<file path="config.mk">
export PLATFORM = sky130hd
export DESIGN_NAME = uart_tx_arbiter_flat
export DESIGN_NICKNAME = d
export VERILOG_FILES = /design/src/rtl/uart_tx_arbiter_if.sv /design/src/rtl/uart_tx_arbiter.sv /design/src/flat_wrapper.sv
export SDC_FILE = /design/constraint.sdc
export NUM_CORES = 1
export LEC_CHECK = 0
export BUFFER_PORTS_ARGS = -buffer_cell sky130_fd_sc_hd__buf_2
export CAP_MARGIN = 20
export CORE_ASPECT_RATIO = 0.8
export CORE_MARGIN = 2
export CORE_UTILIZATION = 47
export CTS_BUF_LIST = sky130_fd_sc_hd__clkbuf_4 sky130_fd_sc_hd__clkbuf_8 sky130_fd_sc_hd__clkbuf_16
export CTS_CLUSTER_DIAMETER = 120
export CTS_CLUSTER_SIZE = 24
export DETAILED_ROUTE_END_ITERATION = 10
export PLACE_DENSITY = 0.95
export SLEW_MARGIN = 20
export SYNTH_ARGS = -nofsm -noshare
export SYNTH_HDL_FRONTEND = slang
export SYNTH_SLANG_ARGS = --single-unit
</file>
<file path="constraint.sdc">
create_clock -name clk -period 3.2 [get_ports clk]
set_clock_uncertainty 0.15 [all_clocks]
set_input_delay 0 -clock clk [delete_from_list [all_inputs] [get_ports clk]]
set_output_delay 0 -clock clk [all_outputs]
set_load 0.02 [all_outputs]
</file>
<file path="src/rtl/uart_tx_arbiter_if.sv">
// Requester-side and transmit-FIFO-side signals of the UART transmit arbiter.
// The arbiter connects through the slave modport; the surrounding logic drives through master.
interface uart_tx_arbiter_if #(
    parameter int NUM_REQ    = 4,
    parameter int DATA_WIDTH = 8
);
    logic [NUM_REQ-1:0]            req;
    logic [NUM_REQ*DATA_WIDTH-1:0] req_data;
    logic [NUM_REQ-1:0]            req_last;
    logic [NUM_REQ-1:0]            req_ack;
    logic [NUM_REQ-1:0]            grant;
    logic                          tx_full;
    logic                          tx_wr;
    logic [DATA_WIDTH-1:0]         tx_wr_data;
    logic                          busy;
    logic                          burst_err;

    modport master (
        output req, req_data, req_last, tx_full,
        input  req_ack, grant, tx_wr, tx_wr_data, busy, burst_err
    );

    modport slave (
        input  req, req_data, req_last, tx_full,
        output req_ack, grant, tx_wr, tx_wr_data, busy, burst_err
    );
endinterface

</file>
<file path="src/rtl/uart_tx_arbiter.sv">
// Round-robin, packet-granular arbiter sharing one UART transmit FIFO write port
// among NUM_REQ byte-stream requesters, with a MAX_BURST forced-release limit.
module uart_tx_arbiter #(
    parameter int NUM_REQ    = 4,
    parameter int DATA_WIDTH = 8,
    parameter int MAX_BURST  = 16
) (
    input  logic              clk,
    input  logic              rstN,
    uart_tx_arbiter_if.slave  bus
);
    localparam int IDX_W = $clog2(NUM_REQ);
    localparam int CNT_W = $clog2(MAX_BURST + 1);

    typedef enum logic {IDLE, XFER} state_t;

    state_t             state_q, state_d;
    logic [IDX_W-1:0]   g_q, g_d;
    logic [IDX_W-1:0]   last_grant_q, last_grant_d;
    logic [CNT_W-1:0]   count_q, count_d;
    logic [NUM_REQ-1:0] grant_q, grant_d;
    logic               burst_err_q, burst_err_d;

    logic                  found;
    logic [IDX_W-1:0]      winner;
    logic                  accept;
    logic [DATA_WIDTH-1:0] data_arr [NUM_REQ];

    for (genvar gi = 0; gi < NUM_REQ; gi++) begin : g_slice
        assign data_arr[gi] = bus.req_data[gi*DATA_WIDTH +: DATA_WIDTH];
    end

    // Search starts just after the previous owner so every requester gets a turn.
    always_comb begin
        int unsigned idx;
        found  = 1'b0;
        winner = '0;
        idx    = 0;
        for (int k = 1; k <= NUM_REQ; k++) begin
            idx = (int'(last_grant_q) + k) % NUM_REQ;
            if (!found && bus.req[IDX_W'(idx)]) begin
                found  = 1'b1;
                winner = IDX_W'(idx);
            end
        end
    end

    assign accept = (state_q == XFER) && bus.req[g_q] && !bus.tx_full;

    always_comb begin
        state_d      = state_q;
        g_d          = g_q;
        last_grant_d = last_grant_q;
        count_d      = count_q;
        grant_d      = grant_q;
        burst_err_d  = 1'b0;
        case (state_q)
            IDLE: begin
                if (found) begin
                    state_d = XFER;
                    g_d     = winner;
                    grant_d = NUM_REQ'(1) << winner;
                    count_d = '0;
                end
            end
            XFER: begin
                if (accept) begin
                    if (bus.req_last[g_q] || (count_q == CNT_W'(MAX_BURST - 1))) begin
                        state_d      = IDLE;
                        last_grant_d = g_q;
                        grant_d      = '0;
                        count_d      = '0;
                        burst_err_d  = !bus.req_last[g_q];
                    end else begin
                        count_d = count_q + CNT_W'(1);
                    end
                end
            end
            default: state_d = IDLE;
        endcase
    end

    always_ff @(posedge clk) begin
        if (!rstN) begin
            state_q      <= IDLE;
            g_q          <= '0;
            last_grant_q <= IDX_W'(NUM_REQ - 1);
            count_q      <= '0;
            grant_q      <= '0;
            burst_err_q  <= 1'b0;
        end else begin
            state_q      <= state_d;
            g_q          <= g_d;
            last_grant_q <= last_grant_d;
            count_q      <= count_d;
            grant_q      <= grant_d;
            burst_err_q  <= burst_err_d;
        end
    end

    // grant_q is already onehot(g_q) while transferring, so it doubles as the ack mask.
    assign bus.req_ack    = accept ? grant_q : '0;
    assign bus.tx_wr      = accept;
    assign bus.tx_wr_data = accept ? data_arr[g_q] : '0;
    assign bus.grant      = grant_q;
    assign bus.busy       = (state_q == XFER);
    assign bus.burst_err  = burst_err_q;

    a_no_wr_when_full: assert property (@(posedge clk) disable iff (!rstN)
        !(bus.tx_wr && bus.tx_full));
    a_grant_onehot: assert property (@(posedge clk) disable iff (!rstN)
        $onehot0(bus.grant));
    a_ack_onehot: assert property (@(posedge clk) disable iff (!rstN)
        $onehot0(bus.req_ack));
    a_ack_subset: assert property (@(posedge clk) disable iff (!rstN)
        ((bus.req_ack & ~bus.grant) == '0));
    a_busy_grant: assert property (@(posedge clk) disable iff (!rstN)
        (bus.busy == (bus.grant != '0)));
endmodule

</file>
<file path="src/flat_wrapper.sv">
// flat-port wrapper written by rule: the top's interface ports become plain ports
module uart_tx_arbiter_flat 
#(
    parameter int NUM_REQ    = 4,
    parameter int DATA_WIDTH = 8,
    parameter int MAX_BURST  = 16
)
  (clk, rstN, bus_req, bus_req_data, bus_req_last, bus_tx_full, bus_req_ack, bus_grant, bus_tx_wr, bus_tx_wr_data, bus_busy, bus_burst_err);
  uart_tx_arbiter_if #(.NUM_REQ(NUM_REQ), .DATA_WIDTH(DATA_WIDTH)) bus_i ();
  input  logic clk;
  input  logic rstN;
  input wire logic [$bits(bus_i.req)-1:0] bus_req;
  input wire logic [$bits(bus_i.req_data)-1:0] bus_req_data;
  input wire logic [$bits(bus_i.req_last)-1:0] bus_req_last;
  input wire logic [$bits(bus_i.tx_full)-1:0] bus_tx_full;
  output wire logic [$bits(bus_i.req_ack)-1:0] bus_req_ack;
  output wire logic [$bits(bus_i.grant)-1:0] bus_grant;
  output wire logic [$bits(bus_i.tx_wr)-1:0] bus_tx_wr;
  output wire logic [$bits(bus_i.tx_wr_data)-1:0] bus_tx_wr_data;
  output wire logic [$bits(bus_i.busy)-1:0] bus_busy;
  output wire logic [$bits(bus_i.burst_err)-1:0] bus_burst_err;
  assign bus_i.req = bus_req;
  assign bus_i.req_data = bus_req_data;
  assign bus_i.req_last = bus_req_last;
  assign bus_i.tx_full = bus_tx_full;
  assign bus_req_ack = bus_i.req_ack;
  assign bus_grant = bus_i.grant;
  assign bus_tx_wr = bus_i.tx_wr;
  assign bus_tx_wr_data = bus_i.tx_wr_data;
  assign bus_busy = bus_i.busy;
  assign bus_burst_err = bus_i.burst_err;
  uart_tx_arbiter #(.NUM_REQ(NUM_REQ), .DATA_WIDTH(DATA_WIDTH), .MAX_BURST(MAX_BURST)) u_core (.clk(clk), .rstN(rstN), .bus(bus_i));
endmodule
</file>
== Word level (Yosys, flattened, before mapping) ==
Index checks and enable logic that the tools add are counted.

* Register bits: 15
* Input port bits: 43
* Output and inout bits: 19
* Word-level logic and storage cells: 77

* $add $sub $neg: 5
* Order comparisons: 6
* Equal/unequal tests: 4
* Shift-type cells: 1
* Mux-type cells: 37
* Bitwise logic cells: 2
* Reduce and logical (&&, ||, !) cells: 16

{| class="wikitable"
|+ Operators by type and width
! operator !! number
|-
| 8-bit two-way mux || 3
|-
| 8-bit binary-select mux with 2-bit select || 1
|-
| 4-bit two-way mux || 4
|-
| 2-bit by 3-bit less-than comparator with 1-bit output, second input constant || 5
|-
| 5-bit two-way mux || 3
|-
| 1-bit two-way mux || 13
|-
| 1-bit binary-select mux with 2-bit select || 6
|-
| 5-bit case mux with 2 select lines || 1
|-
| 2-bit two-way mux || 4
|-
| 4-bit case mux with 2 select lines || 1
|-
| 3-bit AND reduction || 2
|-
| 5-bit by 1-bit adder with 5-bit output, second input constant || 1
|-
| 5-bit by 4-bit equality test with 1-bit output, second input constant || 1
|-
| 1-bit logical AND || 5
|-
| 1-bit logical NOT || 5
|-
| 2-bit by 1-bit adder with 2-bit output, second input constant || 2
|-
| 2-bit adder, second input constant || 2
|-
| 2-bit != test, second input constant || 2
|-
| 2-bit AND reduction || 2
|-
| 4-bit AND reduction || 1
|-
| 1-bit by 2-bit << shifter with 4-bit output, first input constant || 1
|-
| 3-bit greater-or-equal comparator, second input constant || 1
|-
| 2-bit inverter with 3-bit output || 1
|-
| 2-bit by 1-bit != test with 1-bit output, second input constant || 1
|-
| other kinds (3) || 3
|}

== Depth between registers and ports, before layout ==
Gate-level depths: netlist (run 1).

* Word-level depth: 16
* Depth in mapped cells: 6

== Least setup slack after synthesis (run 1) ==
No wires, ideal clock.

* Path type: register -> register
* From: register u_core.g_q[0]
* To: register u_core.count_q[1]
* Setup time: 0.070 ns
* Arrival: 1.785 ns
* Path slack: 1.195 ns
* Stages on the path, launching flop included: 5
* Path buffers: 0
* Clock period less this slack: 2.005 ns
* Path through: dfxtp_1 > mux4_2 > or3b_4 > or3b_1 > a21boi_1

* Longest elaborated chain between the ends: 6
* Elaborated cells on any way between the ends: 12

{| class="wikitable"
|+ RTL lines
! what !! line !! RTL
|-
| start, declared || uart_tx_arbiter.sv:18 || <nowiki>logic [IDX_W-1:0] g_q, g_d;</nowiki>
|-
| start signal, assigned || uart_tx_arbiter.sv:93 || <nowiki>g_q <= g_d;</nowiki>
|-
| 1-bit binary-select mux with 2-bit select, on equally long branches || uart_tx_arbiter.sv:68, uart_tx_arbiter.sv:48 ||
|-
| 1-bit two-way mux, on equally long branches || uart_tx_arbiter.sv:68, uart_tx_arbiter.sv:48 ||
|-
| 1-bit logical OR or 1-bit logical AND (tied branches) || uart_tx_arbiter.sv:68, uart_tx_arbiter.sv:48 ||
|-
| 5-bit two-way mux or 1-bit logical AND (tied branches) || uart_tx_arbiter.sv:68, uart_tx_arbiter.sv:48 ||
|-
| 5-bit two-way mux or 2-bit != test (tied branches) || - ||
|-
| 5-bit case mux with 2 select lines or 2-bit AND reduction (tied branches) || - ||
|-
| end signal, assigned || uart_tx_arbiter.sv:95 || <nowiki>count_q <= count_d;</nowiki>
|-
| end, declared || uart_tx_arbiter.sv:20 || <nowiki>logic [CNT_W-1:0] count_q, count_d;</nowiki>
|}

Several ways; a longest one is shown, not always the timed one. The select of a mux whose other input is x is not followed.
A chain may end at the register's enable or synchronous reset.

== Worst setup path after layout (run 1) ==
* From: register u_core.g_q[1]
* To: output port bus_tx_wr_data[5]

* Longest elaborated chain between the ends: 5
* Elaborated cells on any way between the ends: 9

{| class="wikitable"
|+ RTL lines
! what !! line !! RTL
|-
| 2-bit inverter with 3-bit output (implied by the code) or 1-bit binary-select mux with 2-bit select (tied branches) || uart_tx_arbiter.sv:104, uart_tx_arbiter.sv:48 ||
|-
| 8-bit binary-select mux with 2-bit select or 1-bit two-way mux (tied branches) || uart_tx_arbiter.sv:104, uart_tx_arbiter.sv:48 ||
|-
| 8-bit two-way mux (implied by the code) or 1-bit logical AND (tied branches) (2 in series) || uart_tx_arbiter.sv:104, uart_tx_arbiter.sv:48 ||
|-
| 8-bit two-way mux (*) || uart_tx_arbiter.sv:104 || <nowiki>assign bus.tx_wr_data = accept ? data_arr[g_q] : '0;</nowiki>
|-
| end, declared || flat_wrapper.sv:19 || <nowiki>output wire logic [$bits(bus_i.tx_wr_data)-1:0] bus_tx_wr_data;</nowiki>
|}

Mark *: on every way between the ends. The rest lies on a longest branch, timed or not. The select of a mux whose other input is x is not followed.

==> flow_summary.yaml, run 1 <==
synthesis:
  async_flop_share: 0
  synth_edf_count: 0
  netlist_instances: 121
  avgSynthCellArea_um2: 9.07
  syn_area_mm2: 0.00110
  synth_nets: 166
  ys_seq_elements: 15
  synthFlopType: "dfxtp_1"
  synth_cell_types: 39
  ys_seq_area_frac: 0.274
  yosysWarnings: 0
global_route:
  grt_usage: 0.265
  grt_pass1_wl_um: 5340
  antenna_found_initial: 0
  grt_pass1_vias: 1159
  grt_max_degree: 22
  grt_overflow: 0
cells_and_area:
  drive_gt1_frac: 0.440
  stdcell_count: 207
  final_nets: 228
  final_cell_area_mm2: 0.00147
  antenna_cells: 0
  syn_to_final_growth_pct: 34.3
clock_tree:
  cts-buffers-inserted: 3
  clock_sinks: 15
  clockBufferDepth: 2
  cts_max_level: 1
  cts_tree: "built"
  root_buffer: "clkbuf_4"
  clk_pin_slew_ps: 90
  worstSkewPairLatency_ps: 280
sta:
  period_share: 0.771
  hold_viol: 0
  grt_setup_unrepaired: "false"
  relSlewSlack: 0.456
  fin_setup_tns_ps: 0
  finalSetupViolCount: 0
  drv_slew: 0
  period_needed_ps: 2470
  fmaxAchievable_mhz: 405
  fin_ws_ps: 733
  worst_slew_pin_slew_ps: 815
floorplan:
  chipHeight_um: 47.2
  fp.dieW_um: 58.0
  dieArea_mm2: 0.00274
  start_util: 0.504
  fp.coreArea_mm2: 0.00218
  num_rows: 15
  ios: 62
placed_design:
  placed_cells: 201
  post-place-ws_ps: 913
  port_buffers: 61
  place_area_mm2: 0.00142
  gp_congestion: 0.893
  place_hpwl_um: 2640
routing:
  drc_errors: 0
  wl_met1_um: 1280
  avgRoutedWirePerCell_um: 15.8
  wl_met3_um: 205
  antenna_left: 0
  vias: 1211
  wl_met2_um: 1720
  drt_iter0_drc: 41
  finalWirelength_um: 3260
  via_per_inst: 5.85
  drt_first_pass_iters: 4
  dr.max_layer_used: "met4"
hold_path:
  hp-class: "in -> reg"
setup_path:
  max_stage_delay_ps: 680
  cp.arrival_ps: 2320
  cp_slowest_cell: "dfxtp_1"
  cp-start-kind: "flop"
  critPathTopFamily: "flip-flops"
  path_max_fanout: 21
  worstSetupPathType: "reg -> out"
  cp-end-kind: "output pin"
  cp.required_ps: 3050
  cp.buffers_inverters: 2
  crit_chain: "nor3b_1, a2bb2oi_2, buf_4, nor2b_1, buf_2"
outcome:
  status: "complete, no violations"
power:
  switchingPower_uw: 144
  sequentialPowerShare: 0.437
  p_leak_uw: 0.000666
  switching_share: 0.305
  powerDensity_mw_per_mm2: 320
  p_int_uw: 328
  clock_power_share: 0.245
  ir_drop_mv: 0.254
  power_frac_comb: 0.318
flow_run:
  cap_violations: 0
## cells in the final DEF (no fill, tap or decap), drive strengths merged, types with 2 or more instances in the layout
| cell type | synthesis | final |
|---|---|---|
| buf | 1 | 63 |
| nand3 | 9 | 9 |
| and3 | 2 | 2 |
| o21a | 2 | 2 |
| a21boi | 4 | 4 |
| inv | 4 | 4 |
| nand2 | 7 | 7 |
| o22ai | 2 | 2 |
| o21ai | 6 | 6 |
| nor3b | 3 | 3 |
| dlygate4sd3 | 0 | 2 |
| nor2b | 13 | 13 |
| dfxtp | 15 | 15 |
| o32ai | 2 | 2 |
| nand2b | 2 | 2 |
| or3 | 2 | 2 |
| o22a | 2 | 2 |
| mux2i | 2 | 2 |
| or3b | 2 | 2 |
| a21oi | 2 | 2 |
| ha | 2 | 2 |
| nor2 | 6 | 6 |
| clkbuf | 7 | 4 |
| mux4 | 9 | 9 |
| nor3 | 2 | 2 |
## power by group through the flow
stage,clock [uW],sequential (uW),combinational [uW]
final,115,206,150
after global routing,129,207,162
after CTS,119,206,149
after detailed placement,0,210,147
after global placement,0,209,141
after floorplan,0,210,90.8
## sequential cells by signal (all words and copies together) (netlist names)
register              flops
u_core.count_q            5
u_core.bus.grant          4
u_core.g_q                2
u_core.last_grant_q       2
u_core.bus.burst_err      1
u_core.bus.busy           1
## cell families (layout without fill, tap and decap cells)
group,after synthesis,in the layout,share of synthesized area
mux,12,12,0.213
buf+inv,12,73,0.0422
compound gates,26,26,0.165
fa+ha+maj,2,2,0.0228
simple gates,54,54,0.283
flops,15,15,0.274
## metal layers
metal,up-vias,track usage
met4,0,0.0744
li1,579,-
met1,578,0.291
met3,8,0.0771
met5,-,0
met2,46,0.511
## worst min-delay path, delay by kind of cell
| family | cells | cell delay (ps) |
|---|---|---|
| buf+inv | 1 | 130 |
| compound gates | 1 | 60 |
| simple gates | 3 | 210 |
## timing repair
item | in CTS | in global routing
hold endpoints to repair | 15 | 0
hold buffers | 2 | 0
resized for setup | 0 | 0
setup buffers | 0 | 0
## final timing paths
path / startpoint / end / slack, ps / cells after the start
worst max register to register: u_core.g_q[1] / u_core.count_q[3] / 840 / 4
worst min-delay path: bus_req[0] / u_core.bus.busy / 10 / 5
worst min register to register: u_core.count_q[4] / u_core.count_q[4] / 320 / 2
worst max-delay path: u_core.g_q[1] / bus_tx_wr_data[5] / 730 / 5
## synth_stat cells, types with 2 or more instances
cell / instances / share of area
nor3b_1: 3 / 0.021
ha_1: 2 / 0.023
a21boi_0: 2 / 0.014
mux2i_1: 2 / 0.018
nand3_1: 9 / 0.041
o22a_1: 2 / 0.016
or3_1: 2 / 0.011
nand2_1: 7 / 0.024
a21oi_1: 2 / 0.0091
nor2b_1: 13 / 0.074
inv_1: 4 / 0.014
o22ai_1: 2 / 0.011
clkbuf_1: 7 / 0.024
mux4_2: 9 / 0.18
dfxtp_1: 15 / 0.27
o21a_1: 2 / 0.014
a21boi_1: 2 / 0.014
nor2_1: 6 / 0.021
and3_1: 2 / 0.011
o21ai_0: 6 / 0.027
nand2b_1: 2 / 0.011
nor3_1: 2 / 0.0091
o32ai_1: 2 / 0.016
## stage by stage
step | power [uW] | hold WS [ps] | util
2_1_floorplan | 301 | 74.2 | -
3_3_place_gp | 349 | 178 | 0.654
3_5_place_dp | 357 | 186 | 0.654
4_1_cts | 474 | 2.62 | 0.677
5_1_grt | 498 | 35.7 | 0.677
6_report | 472 | 10.8 | 0.677
## final cells by class
cell class	instances	area, um2
multi-input cells	94	757
repair buffers	65	340
inverters	4	15.0
well taps	25	31.3
fillers	184	703
flip-flops and latches	15	300
clock buffers	4	30.0
(Power assumes the default switching activity.)
==> run 2, diff against run 1 <==
--- a/config.mk
+++ b/config.mk
@@ -9,12 +9,12 @@
 export CAP_MARGIN = 20
 export CORE_ASPECT_RATIO = 0.8
 export CORE_MARGIN = 2
-export CORE_UTILIZATION = 47
+export CORE_UTILIZATION = 39
 export CTS_BUF_LIST = sky130_fd_sc_hd__clkbuf_4 sky130_fd_sc_hd__clkbuf_8 sky130_fd_sc_hd__clkbuf_16
 export CTS_CLUSTER_DIAMETER = 120
 export CTS_CLUSTER_SIZE = 24
 export DETAILED_ROUTE_END_ITERATION = 10
-export PLACE_DENSITY = 0.95
+export PLACE_DENSITY = 0.86
 export SLEW_MARGIN = 20
 export SYNTH_ARGS = -nofsm -noshare
 export SYNTH_HDL_FRONTEND = slang
==> constraint.sdc (replaced) <==
create_clock -name clk -period 2.21 [get_ports clk]
set_clock_uncertainty 0.15 [all_clocks]
set_input_delay 0 -clock clk [delete_from_list [all_inputs] [get_ports clk]]
set_output_delay 0 -clock clk [all_outputs]
set_load 0.02 [all_outputs]
==> run 2 against run 1 <==
First-iteration DRC count fell by 39%. Clock-buffer cell count stayed put. Hold slack improved by 7.1 ps. Sequential share of layout area down 0.88 points. Global-route usage decreased by 7.3 points. Non-clock buffer count rose by 4. Via count decreased by 3.5%. Register-to-register slack lost 710 ps. Critical endpoint is now u_core.count_q[1]. Cell area is 4.5% higher. Highest routed layer unchanged. Worst setup slack worse by 610 ps. Die area rose by 19%.
==> flow_summary.yaml, run 2 (same netlist as run 1, synthesis figures left out) <==
power:
  p_leak_uw: 0.000688
  ir_drop_mv: 0.328
  powerDensity_mw_per_mm2: 453
cells_and_area:
  mostFrequentLayoutCells: "61 x buf_2, 15 x dfxtp_1, 13 x nor2b_1"
  largest-register: "u_core.count_q"
  drive_gt1_frac: 0.446
  final_nets: 232
  multi_input_area_um2: 759
  largest_register_ffs: 5
  nFillCells: 269
  syn_to_final_growth_pct: 40.4
  final_common_cell: "buf_2"
  ff_latch_area_um2: 300
  antenna_cells: 0
  stdcell_count: 224
routing:
  drc_errors: 0
  via_per_inst: 5.22
  drt_iter0_drc: 25
  avgRoutedWirePerCell_um: 13.2
  vias: 1169
  finalWirelength_um: 2960
  drt_first_pass_iters: 4
  antenna_left: 0
clock_tree:
  clockBufferDepth: 2
  root_buffer: "clkbuf_4"
  cts_tree: "built"
  cts_max_level: 1
  clock_sinks: 15
  postCtsSetupBuffers: 0
  clk_pin_slew_ps: 90
  cts-buffers-inserted: 3
  worstSkewPairLatency_ps: 290
setup_path:
  r2r_slack_ps: 130
  max_stage_delay_ps: 440
  critPathTopFamily: "simple AND/OR/NAND/NOR gates"
  cp_slowest_cell: "or3b_4"
  worstSetupPathType: "reg -> reg"
  cp-start-kind: "flop"
  cp-end-kind: "flop"
  cp.buffers_inverters: 0
  path_max_fanout: 5
  cp.required_ps: 2290
  timing.rr.end: "u_core.count_q[1]"
  cp.arrival_ps: 2160
  r2r-start: "u_core.count_q[0]"
  crit_chain: "ha_2, and3_1, ha_1, or3b_4, or3b_1, a21boi_1"
  reg2regPathDepth: 6
floorplan:
  num_rows: 17
  fp.coreArea_mm2: 0.00272
  fp.dieW_um: 63.3
  ios: 62
  start_util: 0.403
  chipHeight_um: 51.4
  dieArea_mm2: 0.00326
placed_design:
  gp_congestion: 0.790
  port_buffers: 61
  place_hpwl_um: 2270
  placed_cells: 216
global_route:
  grtUsageMet2: 0.335
  grt_util_met1: 0.243
  grt_usage: 0.192
  grt_pass1_vias: 1120
  grt_max_degree: 30
  grt_pass1_wl_um: 4930
  gr-max-usage-layer: "met2"
  antenna_found_initial: 0
  grt_overflow: 0
  met3_usage: 0.0463
sta:
  fmaxAchievable_mhz: 480
  worst_slew_pin_slew_ps: 374
  drv_slew: 0
  finalSetupViolCount: 0
  period_share: 0.943
  hold_viol: 0
  fin_setup_tns_ps: 0
  period_needed_ps: 2080
  relSlewSlack: 0.747
  grt_setup_unrepaired: "false"
hold_path:
  min_from: "bus_req[0]"
  hp-class: "in -> reg"
  hold_depth: 5
  hold_end: "u_core.bus.busy"
outcome:
  status: "complete, no violations"
flow_run:
  cap_violations: 0
[run 2: cell count changes in the layout (fill, tap and decap cells not counted), sizes merged]
| cell | previous run | this run |
|---|---|---|
| buf | 63 | 65 |
| dlygate4sd3 | 2 | 4 |
[run 2: through the flow]
stage,instance area (um2),hold WS [ps],setup slack [ps],total power (uW),utilization
2_1_floorplan,1100,74.2,205,436,-
3_5_place_dp,1470,197,119,521,0.539
4_1_cts,1540,12.0,79.6,701,0.565
3_3_place_gp,1470,179,164,517,0.539
6_report,1540,17.9,126,698,0.566
5_1_grt,1540,32.1,5.82,734,0.566
[run 2: timing repair]
action | 4_1_cts | 5_1_grt
setup endpoints to repair | 0 | 2
hold buffers | 4 | 0
gates resized for setup | 0 | 2
endpoints found under the hold margin | 15 | 0
[run 2: worst register-to-register path: cells and delay by family, from the launching register on]
kind / cells / cell delay (ps)
AOI/OAI and AO/OA: 1 / 140
DFF: 1 / 350
and+or+nand+nor: 3 / 970
adders and majority gates: 2 / 420
[run 2: final cells by class]
class | count | area share
Clock buffer | 4 | 0.0195
Sequential cell | 15 | 0.195
Multi-Input combinational cell | 94 | 0.493
Timing Repair Buffer | 69 | 0.252
Tap cell | 38 | 0.0309
Inverter | 4 | 0.00975
[run 2: report_power, final]
part / leakage [uW] / switching, uW / total, uW / internal (uW)
Clock: 0.0000184 / 91.4 / 174 / 82.5
Combinational: 0.000547 / 110 / 232 / 122
Sequential: 0.000122 / 10.6 / 292 / 281
[run 2: how the worst max path moves through the flow]
stage	end	cells past startpoint	from
2_1_floorplan	u_core.count_q[1]	4	u_core.g_q[0]
3_3_place_gp	u_core.count_q[1]	6	u_core.count_q[0]
3_5_place_dp	u_core.count_q[1]	6	u_core.count_q[0]
4_1_cts	u_core.count_q[1]	6	u_core.count_q[0]
5_1_grt	u_core.count_q[1]	6	u_core.count_q[0]
6_report	u_core.count_q[1]	6	u_core.count_q[0]
[run 2: metal layers]
metal | wire, um | share of wire
met3 | 78 | 0.026
met2 | 1480 | 0.50
met1 | 1390 | 0.47
met5 | 0 | 0
met4 | 20 | 0.0067
